**src/rtl/uart_rx.sv**
```systemverilog
// uart_rx: 8N1 UART receiver, LSB first, driven by a 16x oversampling tick.
// The line is synchronized with two flops. The start bit is checked at its
// midpoint to reject glitches. Each data bit is sampled at its midpoint. The
// receiver returns to IDLE at the middle of the stop bit, so a start edge that
// follows immediately is still caught.
//
// Ports:
//   i_clk        system clock
//   i_reset      synchronous, active-high reset
//   i_tick       oversample tick, one i_clk cycle wide
//   i_rx         asynchronous serial line, idle high
//   o_data       last received word, LSB = first data bit
//   o_rx_done    one-cycle strobe; o_data / o_frame_err valid this cycle
//   o_frame_err  stop bit was sampled low on the last frame
//   o_busy       high whenever the receiver is not idle
module uart_rx #(
  parameter int NB_DATA    = 8,
  parameter int SB_TICK    = 16,
  parameter int OVERSAMPLE = 16
) (
  input  logic               i_clk,
  input  logic               i_reset,
  input  logic               i_tick,
  input  logic               i_rx,
  output logic [NB_DATA-1:0] o_data,
  output logic               o_rx_done,
  output logic               o_frame_err,
  output logic               o_busy
);

  localparam int NB_S = $clog2((OVERSAMPLE > SB_TICK) ? OVERSAMPLE : SB_TICK);
  localparam int NB_N = $clog2(NB_DATA);

  localparam logic [NB_S-1:0] S_MID  = NB_S'(OVERSAMPLE/2 - 1);
  localparam logic [NB_S-1:0] S_BIT  = NB_S'(OVERSAMPLE - 1);
  localparam logic [NB_S-1:0] S_STOP = NB_S'(SB_TICK - 1);
  localparam logic [NB_N-1:0] N_LAST = NB_N'(NB_DATA - 1);

  typedef enum logic [1:0] {IDLE, START, DATA, STOP} state_t;

  state_t               r_state, w_state_next;
  logic [NB_S-1:0]      r_s, w_s_next;
  logic [NB_N-1:0]      r_n, w_n_next;
  logic [NB_DATA-1:0]   r_shift, w_shift_next;
  logic [NB_DATA-1:0]   r_data, w_data_next;
  logic                 r_ferr, w_ferr_next;
  logic                 r_done, w_done_next;
  logic                 r_rx_meta, r_rx_s;

  // Synchronizer resets to the idle line level so reset never looks like a start edge.
  always_ff @(posedge i_clk) begin
    if (i_reset) begin
      r_rx_meta <= 1'b1;
      r_rx_s    <= 1'b1;
    end else begin
      r_rx_meta <= i_rx;
      r_rx_s    <= r_rx_meta;
    end
  end

  always_ff @(posedge i_clk) begin
    if (i_reset) begin
      r_state <= IDLE;
      r_s     <= '0;
      r_n     <= '0;
      r_shift <= '0;
      r_data  <= '0;
      r_ferr  <= 1'b0;
      r_done  <= 1'b0;
    end else begin
      r_state <= w_state_next;
      r_s     <= w_s_next;
      r_n     <= w_n_next;
      r_shift <= w_shift_next;
      r_data  <= w_data_next;
      r_ferr  <= w_ferr_next;
      r_done  <= w_done_next;
    end
  end

  always_comb begin
    w_state_next = r_state;
    w_s_next     = r_s;
    w_n_next     = r_n;
    w_shift_next = r_shift;
    w_data_next  = r_data;
    w_ferr_next  = r_ferr;
    w_done_next  = 1'b0;

    unique case (r_state)
      IDLE: begin
        // A tick in the same cycle as the falling edge is deliberately not counted.
        if (!r_rx_s) begin
          w_state_next = START;
          w_s_next     = '0;
        end
      end
      START: begin
        if (i_tick) begin
          if (r_s == S_MID) begin
            if (!r_rx_s) begin
              w_state_next = DATA;
              w_s_next     = '0;
              w_n_next     = '0;
            end else begin
              w_state_next = IDLE;
            end
          end else begin
            w_s_next = r_s + 1'b1;
          end
        end
      end
      DATA: begin
        if (i_tick) begin
          if (r_s == S_BIT) begin
            w_s_next     = '0;
            w_shift_next = {r_rx_s, r_shift[NB_DATA-1:1]};
            if (r_n == N_LAST) w_state_next = STOP;
            else               w_n_next     = r_n + 1'b1;
          end else begin
            w_s_next = r_s + 1'b1;
          end
        end
      end
      STOP: begin
        if (i_tick) begin
          if (r_s == S_STOP) begin
            w_data_next  = r_shift;
            w_ferr_next  = ~r_rx_s;
            w_done_next  = 1'b1;
            w_state_next = IDLE;
          end else begin
            w_s_next = r_s + 1'b1;
          end
        end
      end
      default: w_state_next = IDLE;
    endcase
  end

  assign o_data      = r_data;
  assign o_frame_err = r_ferr;
  assign o_rx_done   = r_done;
  assign o_busy      = (r_state != IDLE);

endmodule

```
**config.mk**
```make
export PLATFORM = sky130hd
export DESIGN_NAME = uart_rx
export DESIGN_NICKNAME = d
export VERILOG_FILES = /design/src/rtl/uart_rx.sv
export SDC_FILE = /design/constraint.sdc
export NUM_CORES = 1
export LEC_CHECK = 0
export ABC_AREA = 1
export BUFFER_PORTS_ARGS = -buffer_cell sky130_fd_sc_hd__buf_2
export CAP_MARGIN = 40
export CORE_UTILIZATION = 50
export DETAILED_ROUTE_END_ITERATION = 8
export PLACE_DENSITY = 0.7
export SKIP_LAST_GASP = 1
export SLEW_MARGIN = 20
export SYNTH_ARGS = -nofsm -noshare
export SYNTH_HDL_FRONTEND = slang
export SYNTH_SLANG_ARGS = --single-unit
```
**constraint.sdc**
```tcl
create_clock -name i_clk -period 1.4 [get_ports i_clk]
set_input_delay 0.42 -clock i_clk [delete_from_list [all_inputs] [get_ports i_clk]]
set_output_delay 0.42 -clock i_clk [all_outputs]
set_load 0.02 [all_outputs]
```
==> out/metrics.cfg <==
[place]
numPortBuffers = 14
place_area_um2 = 1460
dp.cells = 227
gp_congestion = 0.803
hpwl_um = 2060

[sta]
setup_viol = 0
finClkSkew_ns = 0.0108
tightest_slew_ns = 0.304
period_needed_ns = 1.39
slew_headroom_pct = 79.7
rsz0062_at_grt = yes
fmax_mhz = 721
period_share_pct = 99.1
hold_violations = 0
finalSetupTns_ns = 0
drv_slew = 0
fin_hold_ws_ns = 0.270

[synth]
synth.avg_cell_area_um2 = 7.30
yosys-top-cells-area = dfxtp_1 44%, nor2_1 13%, nand2_1 8.9%, o21ai_0 6.9%, nor2_4 4.3%
synth_top_area_share_pct = 44.4
ys_seq_area_share_pct = 44.4
syn_area_um2 = 1310
synthTopCellsByCount = 44 x nor2_1, 31 x nand2_1, 29 x dfxtp_1, 18 x o21ai_0, 13 x inv_1
synth_edf_count = 0
synth_fp_nets = 186
synthArstFlopShare_pct = 0
yosysMostFrequentCell = nor2_1
synthCells = 179
ys.flop_type = dfxtp_1
synth-seq-cells = 29
ys_types = 22
yosysTopAreaCell = dfxtp_1
yosys_warnings = 0

[detailed_routing]
vias = 1255
drc = 0
drtIter0Drc = 27
wl_per_cell_um = 13.0
dr.pass1.iters = 6
routed_wl_um = 3110
vias_per_cell = 5.25
drtAntennaViolNets = 0

[floorplan]
die-area_um2 = 2820
rows = 18
io_pins = 15
start_util_pct = 52.7
core_um2 = 2480
fp.dieW_um = 53.1
die_y_um = 53.1

[worst_setup_path]
r2r-start = r_n[0]$_SDFFE_PP0P_
critPathLaunchType = flip-flop
r2r_end = r_n[0]$_SDFFE_PP0P_
cp_data_required_time_ns = 0.98
critical_path_class = flip-flop to primary output
cp_max_fo = 2
worst-r2r-cell-count = 10
critical_path_arrival_ns = 0.97
ff2ff_setup_slack_ns = 0.02
endpoint_kind = primary output

[grt]
antenna_found_initial = 0
grt_use_met3_pct = 8.33
overflow = 0
grtUsageMet2_pct = 39.7
grt_start_max_net_pins = 21
grt_pass1_vias = 1125
use_met1_pct = 27.6
grt_usage_pct = 24.2
grt_pass1_wl_um = 4770
busiest_layer = met2

[power]
cellPowerDensity_nw_per_um2 = 1030
p_leak_nw = 0.756
ir_worst_vdd_mv = 0.700

[layout]
multi_input_area_um2 = 718
fin_area_um2 = 1650
drive_gt1_share_pct = 33.5
antenna_cells = 0
areaGrowthSynthToFinish_pct = 26.6
fin_util_pct = 66.8
final_cells = 239
final_nets = 217
fillers = 214
regArea_um2 = 593

[min_path]
hold_path_startpoint = i_rx
whs_path_depth = 2
min_to = r_rx_meta$_SDFF_PP1_
hp-class = input pin to flip-flop

[clock_network]
cts_htree_levels = 2
clock_latency_ns = 0.32
cts_made_buffers = 5
cts_sinks = 29
cts_buffer_depth = 2
cts-root-buf = clkbuf_4
cts_tree = built
postCtsHoldBufs = 0
clk_pin_slew_ns = 0.09

[job]
maxCapViolations = 0

[status]
outcome = completed

stage by stage:
step	total power (W)	setup slack [ns]
finish	0.00171	0.0125
global route	0.00180	-0.0384
detailed placement	0.00117	-0.0226
floorplan	0.00110	0.0981
CTS	0.00165	-0.00461
global placement	0.00116	0.0286
cells by family after synthesis:
| logic type | count (synthesis) | synth area share (%) |
|---|---|---|
| adders and majority gates | 3 | 2.87 |
| DFF | 29 | 44.4 |
| xor gates and xnor gates | 1 | 0.671 |
| AOI/OAI and AO/OA | 25 | 9.87 |
| and+or+nand+nor | 100 | 35.3 |
| buffers and inverters | 21 | 6.80 |
power by group:
group,internal [W],switching [W]
combinational,0.000152,0.000211
sequential,0.000862,0.0000377
clock,0.000174,0.000274
total,0.00119,0.000523
how the worst max path moves through the flow:
stage | start | slack, ns | endpoint | cells past startpoint
finish | r_state[0]$_SDFFE_PP0P_ | 0.01 | o_busy | 3
global route | r_state[0]$_SDFFE_PP0P_ | -0.04 | o_busy | 3
CTS | r_s[0]$_SDFFE_PP0P_ | -0.005 | flip-flop | 7
detailed placement | r_n[0]$_SDFFE_PP0P_ | -0.02 | r_n[1]$_SDFFE_PP0P_ | 10
global placement | r_n[0]$_SDFFE_PP0P_ | 0.03 | r_n[0]$_SDFFE_PP0P_ | 10
floorplan | r_n[0]$_SDFFE_PP0P_ | 0.1 | r_n[0]$_SDFFE_PP0P_ | 10
layout make-up:
cell class                      count  share of cell area [%]
Multi-Input combinational cell    129                    43.4
Sequential cell                    29                    35.9
Timing Repair Buffer               27                    11.7
Inverter                           18                    4.16
Clock buffer                        5                    2.27
Tap cell                           30                    2.27
Clock inverter                      1                   0.303
metal layers:
layer  up-vias  wire length [um]
met5         -                 0
met4         0                73
met3         9               169
met2        40              1530
met1       573              1340
li1        633                 -
registers in the layout, summed over array words and instances, names as in the netlist, named ones only:
name and count:
r_n 3, o_rx_done 1, r_shift 8, r_rx_meta 1, o_data 8, r_s 4, r_state 1, r_rx_s 1
o_frame_err 1
cells in the final DEF (no fill, tap or decap), types with 5 or more instances in the layout:
master,count
nor2_1,42
nor2_4,6
clkbuf_4,5
o21ai_0,12
a21oi_1,6
buf_4,10
buf_2,13
inv_2,7
o21ai_1,5
nand3_1,8
dfxtp_1,23
inv_1,10
nand2_1,29
repair_timing:
action                     4_1_cts  5_1_grt
setup buffers                    4        2
pin swaps                        5        8
setup endpoints to repair        6       27
resized for setup               11       26
cloned                           0        0
critical path, stage by stage, from the launching register on:
cell and delay, ns:
dfxtp_4 0.37, nor2_4 0.12, inv_2 0.04, buf_6 0.12
Power figures use the tool's default switching activity.
